===== src/rtl/psimd_writeback.sv =====
// Write-back stage for the packed-SIMD unit: buffers up to two execution results
// and streams them to the register file (one beat for FP, two beats for integer pairs).
module psimd_writeback #(
    parameter int REG_WIDTH = 64,
    parameter int ADDR_W    = 5
) (
    input  logic                 clk,
    input  logic                 rst,
    input  logic                 in_valid,
    output logic                 in_ready,
    input  logic [ADDR_W-1:0]    in_rd,
    input  logic                 in_int,
    input  logic                 in_flag_en,
    input  logic [REG_WIDTH-1:0] dataout_1,
    input  logic [REG_WIDTH-1:0] dataouti_0,
    input  logic [REG_WIDTH-1:0] dataouti_1,
    input  logic [3:0]           invalid,
    input  logic [3:0]           div_by_zero,
    input  logic [3:0]           overflow,
    input  logic [3:0]           underflow,
    input  logic [3:0]           inexact,
    output logic                 wr_valid,
    input  logic                 wr_ready,
    output logic [ADDR_W-1:0]    wr_addr,
    output logic [REG_WIDTH-1:0] wr_data,
    output logic [4:0]           fflags,
    input  logic                 fflags_clr,
    output logic                 busy
);

    typedef enum logic {ST_LO = 1'b0, ST_HI = 1'b1} state_t;

    logic [ADDR_W-1:0]    r_rd [2];
    logic                 r_int [2];
    logic [REG_WIDTH-1:0] r_d0 [2];
    logic [REG_WIDTH-1:0] r_d1 [2];
    logic                 r_wptr;
    logic                 r_rptr;
    logic [1:0]           r_count;
    state_t               r_state;
    state_t               w_state_next;
    logic [4:0]           r_fflags;
    logic [4:0]           w_fflags_next;
    logic [4:0]           w_lane_flags;
    logic                 w_push;
    logic                 w_pop;

    // No bypass: a full FIFO refuses input even while it pops.
    assign in_ready = !rst && (r_count != 2'd2);
    assign w_push   = in_valid && in_ready;
    assign wr_valid = (r_count != 2'd0);
    assign busy     = wr_valid;
    assign fflags   = r_fflags;

    // Entry storage; FP results reuse the low-half slot.
    for (genvar gi = 0; gi < 2; gi++) begin : g_entry
        always_ff @(posedge clk) begin
            if (w_push && (r_wptr == 1'(gi))) begin
                r_rd[gi]  <= in_rd;
                r_int[gi] <= in_int;
                r_d0[gi]  <= in_int ? dataouti_0 : dataout_1;
                r_d1[gi]  <= dataouti_1;
            end
        end
    end

    always_ff @(posedge clk or posedge rst) begin
        if (rst) begin
            r_wptr  <= 1'b0;
            r_rptr  <= 1'b0;
            r_count <= 2'd0;
        end else begin
            if (w_push) r_wptr <= ~r_wptr;
            if (w_pop)  r_rptr <= ~r_rptr;
            case ({w_push, w_pop})
                2'b10:   r_count <= r_count + 2'd1;
                2'b01:   r_count <= r_count - 2'd1;
                default: r_count <= r_count;
            endcase
        end
    end

    always_ff @(posedge clk or posedge rst) begin
        if (rst) r_state <= ST_LO;
        else     r_state <= w_state_next;
    end

    always_comb begin
        w_state_next = r_state;
        case (r_state)
            ST_LO: if (wr_valid && wr_ready && r_int[r_rptr]) w_state_next = ST_HI;
            ST_HI: if (wr_ready) w_state_next = ST_LO;
            default: w_state_next = ST_LO;
        endcase
    end

    always_comb begin
        wr_addr = '0;
        wr_data = '0;
        w_pop   = 1'b0;
        if (wr_valid) begin
            if (r_state == ST_HI) begin
                wr_addr = r_rd[r_rptr] + ADDR_W'(1);
                wr_data = r_d1[r_rptr];
                w_pop   = wr_ready;
            end else begin
                wr_addr = r_rd[r_rptr];
                wr_data = r_d0[r_rptr];
                w_pop   = wr_ready && !r_int[r_rptr];
            end
        end
    end

    assign w_lane_flags = {|invalid, |div_by_zero, |overflow, |underflow, |inexact};

    // New flags from an accepted result take priority over a simultaneous clear.
    always_comb begin
        w_fflags_next = r_fflags;
        if (w_push && in_flag_en)
            w_fflags_next = (fflags_clr ? 5'd0 : r_fflags) | w_lane_flags;
        else if (fflags_clr)
            w_fflags_next = 5'd0;
    end

    always_ff @(posedge clk or posedge rst) begin
        if (rst) r_fflags <= 5'd0;
        else     r_fflags <= w_fflags_next;
    end

endmodule

===== config.mk =====
export PLATFORM = sky130hd
export DESIGN_NAME = psimd_writeback
export DESIGN_NICKNAME = d
export VERILOG_FILES = /design/src/rtl/psimd_writeback.sv
export SDC_FILE = /design/constraint.sdc
export NUM_CORES = 1
export LEC_CHECK = 0
export BUFFER_PORTS_ARGS = -buffer_cell sky130_fd_sc_hd__buf_2
export CAP_MARGIN = 10
export CORE_MARGIN = 4
export CORE_UTILIZATION = 57
export DETAILED_ROUTE_END_ITERATION = 6
export GPL_TIMING_DRIVEN = 0
export HOLD_SLACK_MARGIN = 0.12
export PLACE_DENSITY_LB_ADDON = 0.05
export SLEW_MARGIN = 10
export SYNTH_ARGS = -nofsm -noshare
export SYNTH_HDL_FRONTEND = slang
export SYNTH_SLANG_ARGS = --single-unit
export TNS_END_PERCENT = 10

===== constraint.sdc =====
create_clock -name clk -period 13.5 [get_ports clk]
set_input_delay 2.7 -clock clk [delete_from_list [all_inputs] [get_ports clk]]
set_output_delay 2.7 -clock clk [all_outputs]
set_load 0.005 [all_outputs]

==> metrics, run 1 <==
Clock Tree Buf Depth=3; Layout Skew=about 0.0095 ns; synth unique cells=33; CTS sink count=278; Crit. End Element=output port; GR Util All Layers=21.9%; Post-Synth XOR/XNOR Area=0.458%; crit start category=input port; worst reg-to-reg path cell count=6; CTS root buffer=clkbuf_16; nets@finish=between 1k and 1.5k; WP depth=4; synth top area cells=edfxtp_1, mux4_2, mux2_2; final worst slack=roughly 7.3 ns; Core Region=19700 µm²; CTS tree=yes; WHS=0.542 ns; Critical path origin=rst; DRC errors left=0; initial cell density of the core=around three fifths; status=finished, final reports clean; max-slew violation count=0; IO Port Bufs=300; slew of the pin with the lowest slew margin=between 0.9 and 1 ns; Pre-antenna DRT Iters=5; synthesized area=around 11000 µm²; Post-CTS Setup Inserts=0; worst rel slew slack=a little under two fifths; global-route wire length before repair=37.6 mm; Final Hold Violating Endpoints=0; Critical Path Sink=in_ready; dpl hpwl=17.2 mm; Vias=6482; Critical Path RT=10.80 ns; max frequency=0.162 GHz; Mapped Nets=793; largest net degree at the start of global routing=64; total net switching power=0.760 mW; Max Cap Viol=0; Cell Rows=between 50 and 60; die width=150 µm; Crit Path Category=input port to output port; leak pwr=5.40 nW; global route total overflow=0; largest family of logic cells by synthesized area=multiplexers; Clock power frac=29.3%; GP Congestion=roughly 0.8; Top delay family on crit path=buffers and inverters; synth warn=0; number of hold buffers added after CTS=0; synthesized area per cell=20.2 µm²; Num CTS Buffers=29; register bit total from synthesis=278; Switching Share=27.2%; Synth Area in Compound Gates=0.917%; final setup vio count=0; CP arrival=3.48 ns; largest stage delay on the critical path=~0.34 ns; Synth Area in Simple Gates=4.52%; post_cts resized=0; crit path buf inv count=3; clk_lat worst skew=0.52 ns; Final min period=6.18 ns; Pwr Total=approximately 2.8 mW; Setup WS pre-CTS=7.30 ns; die height=150 µm; Critical Path Fanout Max=13; Hold Path Class=flip-flop to flip-flop; Most common cell on crit path=buf_2; num ports=roughly 300; WL per Instance=20.6 µm; post-synth top area share=approximately 70%; internal power=2.03 mW; RSZ-0062 raised after global routing=false; mux share of post-synthesis cell area=19.5%; setup tns final=0 ns; Synth Area in Adders=0.218%; Worst-path clk slew=0.06 ns; vias per inst=approximately 5.4; Power Density=193 nW/µm²; slowest CP cell=inv_1; Max VDD drop=~110 µV; vias in the first global route=7043; Syn-to-layout area delta=26.3%; Mapped Cells=567; RR Endpoint=r_d1[0][26]$_DFFE_PP_; Fill cells=1277; flop-to-flop setup slack=11.24 ns; die footprint=around 22000 µm²; reg2reg start=r_count[0]$_DFFE_PP0P_; Comb power frac=31.3%; crit path cell chain=buf_2 -> inv_1 -> o21a_1 -> buf_2; H-tree depth=1; final wirelength=24.6 mm; layout cell share with drive strength beyond 1=54.2%; initial drt markers=~330; largest area contributor in the netlist=edfxtp_1; post-route ant nets=0; register area share after synthesis=72.4%; initial antenna violation count=4; sequential power share=about two fifths; Final Cycle Share=between 40 and 50%
-- worst reg2reg max path, stage by stage (launching register included) --
cell	delay, ns
dfrtp_1	0.34
buf_2	0.19
o211ai_1	0.22
nor2_4	0.54
buf_16	0.24
buf_16	0.19
buf_12	0.22
-- how the worst min path moves through the flow --
stage                     cells after the start                   to                 from
final                                         2  fflags[0]$_DFF_PP0_  fflags[0]$_DFF_PP0_
after global routing                          2  fflags[2]$_DFF_PP0_  fflags[2]$_DFF_PP0_
after CTS                                     2  fflags[4]$_DFF_PP0_  fflags[4]$_DFF_PP0_
after detailed placement                      2  fflags[4]$_DFF_PP0_  fflags[4]$_DFF_PP0_
after global placement                        1   r_wptr$_DFFE_PP0N_   r_wptr$_DFFE_PP0N_
after floorplan                               1   r_wptr$_DFFE_PP0N_   r_wptr$_DFFE_PP0N_
-- layout by cell type (no fill, tap or decap), types with 2 or more instances in the layout --
cell        instances
clkbuf_1           15
o21ai_0             3
xnor2_1             6
clkbuf_16          29
nor2_1              5
nand2_1             4
dfrtp_1            10
buf_2             311
clkinv_2            5
ha_1                2
buf_12              3
inv_1              11
clkinvlp_4          2
o22ai_1             5
mux2_2             65
buf_16              4
a21oi_1             2
buf_6               6
mux2i_1             6
nor4_1              6
bufinv_16           6
mux4_2             64
edfxtp_1          268
and2_1             64
clkinv_1            8
diode_2             4
-- routing by layer --
| layer | routed length, µm | track usage (%) | vias to the layer above |
|---|---|---|---|
| met2 | 12900 | 37.8 | 265 |
| met4 | 553 | 5.76 | 6 |
| met5 | 34 | 0 | - |
| li1 | - | - | 2967 |
| met1 | 9320 | 28.6 | 3198 |
| met3 | 1830 | 4.48 | 46 |
-- cells by family (layout without fill, tap and decap cells) --
kind of cell,count (synthesis),in the layout
adders and majority gates,2,2
xor gates and xnor gates,6,6
and+or+nand+nor,87,87
buffers and inverters,43,403
other,0,4
muxes,135,135
DFF,278,278
AOI/OAI and AO/OA,16,16
-- state kept, by name, indices dropped and copies added, names as in the netlist --
signal and count:
r_state 1, r_d1 128, r_int 2, fflags 5, r_rptr 1, r_d0 128, r_wptr 1, r_count 2
r_rd 10
-- area by class of cell --
class | count | area, µm² | share of cell area [%]
inverter | 11 | 41.3 | 0.285
multi-input combinational | 246 | 2950 | 20.3
antenna | 4 | 10.0 | 0.0691
buffer | 32 | 194 | 1.34
clock buffer | 31 | 733 | 5.06
sequential | 278 | 8300 | 57.3
tap | 265 | 332 | 2.29
timing repair buffer | 307 | 1670 | 11.5
clock inverter | 22 | 259 | 1.79
-- per-stage QoR --
step,instances,cell area (µm²),utilization [%]
after global placement,1132,13300,67.7
after global routing,1193,14500,73.7
after floorplan,567,11500,-
after CTS,1192,14500,73.7
final,1196,14500,73.7
after detailed placement,1139,13500,68.6
-- power groups by stage --
stage / Sequential [mW] / Clock [mW] / Combinational [mW]
after floorplan: 1.13 / 0 / 0.544
after global placement: 1.14 / 0 / 0.848
after detailed placement: 1.12 / 0 / 0.883
after CTS: 1.10 / 0.833 / 0.890
after global routing: 1.11 / 0.873 / 0.950
final: 1.10 / 0.818 / 0.873
-- cell usage after synthesis --
library cell / instances
a21oi_1: 2
ha_1: 2
a211oi_1: 1
clkbuf_1: 13
inv_1: 11
o31a_1: 1
and2_1: 64
nor3_1: 1
o2111ai_1: 1
a211o_1: 1
nand2_1: 4
buf_4: 1
xnor2_1: 6
mux2_2: 65
mux2i_1: 6
o22ai_1: 5
edfxtp_1: 268
nand3_1: 1
o211ai_1: 1
nand3b_1: 1
nor4_1: 6
buf_8: 1
o21ai_0: 3
nor2_1: 6
mux4_2: 64
buf_2: 11
buf_6: 6
o21a_1: 1
or2_2: 1
dfrtp_1: 10
or3_1: 1
nor2_2: 1
and3_1: 1
Power figures use the tool's default switching activity.
==> inputs of run 2 (changes only) <==
--- a/config.mk
+++ b/config.mk
@@ -8,7 +8,7 @@
 export BUFFER_PORTS_ARGS = -buffer_cell sky130_fd_sc_hd__buf_2
 export CAP_MARGIN = 10
 export CORE_MARGIN = 4
-export CORE_UTILIZATION = 57
+export CORE_UTILIZATION = 48
 export DETAILED_ROUTE_END_ITERATION = 6
 export GPL_TIMING_DRIVEN = 0
 export HOLD_SLACK_MARGIN = 0.12
==> constraint.sdc (replaced) <==
create_clock -name clk -period 5.2 [get_ports clk]
set_input_delay 1.04 -clock clk [delete_from_list [all_inputs] [get_ports clk]]
set_output_delay 1.04 -clock clk [all_outputs]
set_load 0.005 [all_outputs]
==> metrics, run 2 (synthesis gave the netlist of run 1 again) <==
Pwr Total=7.12 mW; slew of the pin with the lowest slew margin=0.977 ns; final worst slack=1.70 ns; layout cell share with drive strength beyond 1=about 54%; crit path cell chain=buf_2 -> nor2_2 -> inv_1 -> clkbuf_1 -> clkbuf_1 -> and2_1 -> buf_2; dpl hpwl=17.2 mm; die width=~160 µm; Setup WS pre-CTS=1.74 ns; number of hold buffers added after CTS=0; slowest CP cell=clkbuf_1; DRC errors left=0; final wirelength=24.5 mm; Layout Skew=0.00835 ns; Critical Path RT=4.16 ns; WHS=~0.52 ns; max-slew violation count=0; GP Congestion=~0.8; initial cell density of the core=48.9%; initial drt markers=370; placed cell area=~14000 µm²; vias in the first global route=7032; Crit. End Element=output port; Hold Path Class=input port to asynchronous set/reset pin; initial antenna violation count=3; worst rel slew slack=between 30% and 40%; Crit Path Category=flip-flop to output port; Fill cells=roughly 1.8k; Critical Path Fanout Max=10; placed insts=about 1.2k; clk_lat worst skew=roughly 0.52 ns; Core Region=23500 µm²; Power Density=493 nW/µm²; Num CTS Buffers=29; Syn-to-layout area delta=26.0%; leak pwr=5.35 nW; H-tree depth=1; CP arrival=2.46 ns; RSZ-0062 raised after global routing=false; CTS sink count=278; WL per Instance=19.6 µm; commonest non-fill, non-tap cell in the layout=buf_2; Clock Tree Buf Depth=3; Vias=about 6.4k; die height=163 µm; max frequency=0.285 GHz; Final Hold Violating Endpoints=0; CTS tree=yes; crit start category=flip-flop; num ports=301; global route total overflow=0; CTS root buffer=clkbuf_16; non-filler cells, final=between 1k and 1.5k; Max Cap Viol=0; top flop regs=r_d0: 128 flops, r_d1: 128 flops, r_rd: 10 flops; post_cts resized=0; Final Instance Area=between 10000 and 15000 µm²; fin util=between 60% and 70%; Post-CTS Setup Inserts=0; die footprint=26400 µm²; GR Util All Layers=18.3%; post-route ant nets=0; status=finished, final reports clean; Cell Rows=56; Worst-path clk slew=approximately 0.060 ns; setup tns final=0 ns; nets@finish=1130; largest stage delay on the critical path=0.44 ns; final setup vio count=0; Final min period=3.50 ns; largest net degree at the start of global routing=55; global-route wire length before repair=37.7 mm; commonest non-fill, non-tap cells in the layout=buf_2, edfxtp_1, mux2_2; vias per inst=5.17; Final Cycle Share=between 60% and 70%; IO Port Bufs=300; Pre-antenna DRT Iters=6; Max VDD drop=280 µV
run 2: worst max-delay path, delay by kind of cell, from the launching register on:
| kind | cells | cell delay (ns) |
|---|---|---|
| buffers and inverters | 5 | 1.28 |
| and+or+nand+nor | 2 | 0.33 |
| DFF | 1 | 0.32 |
run 2: final timing paths:
path / from / end / slack, ns / depth (start not counted)
worst max-delay path: r_count[0]$_DFFE_PP0P_ / wr_data[34] / 1.70 / 7
worst min-delay path: rst / fflags[2]$_DFF_PP0_ / 0.52 / 2
worst max register to register: r_count[1]$_DFFE_PP0P_ / r_d0[0][38]$_DFFE_PP_ / 2.86 / 5
worst min register to register: fflags[0]$_DFF_PP0_ / fflags[0]$_DFF_PP0_ / 0.54 / 2
max in group asynchronous: rst / r_state$_DFF_PP0_ / 4.37 / 2
min in group clk: fflags[0]$_DFF_PP0_ / fflags[0]$_DFF_PP0_ / 0.54 / 2
run 2: power breakdown:
group	switching, mW	internal [mW]	total [mW]
clock network	0.783	1.22	2.00
registers	0.0657	2.79	2.85
logic	1.09	1.17	2.26
run 2: routing by layer:
metal  track usage (%)  vias to the layer above  share of wire [%]
met4              4.84                        4                2.6
met2              31.6                      234                 50
met5                 0                        -              0.082
li1                  -                     2957                  -
met1              23.4                     3193                 40
met3              4.38                       51                7.2
run 2: cell type report:
type | count | area (µm²) | share of cell area (%)
plain buffers | 32 | 194 | 1.34
inverters | 11 | 41.3 | 0.286
clock inverters | 14 | 166 | 1.15
clock buffers | 38 | 759 | 5.26
multi-input cells | 246 | 2950 | 20.4
flip-flops and latches | 278 | 8300 | 57.4
diodes | 1 | 2.50 | 0.0173
well taps | 319 | 399 | 2.76
repair buffers | 306 | 1640 | 11.3
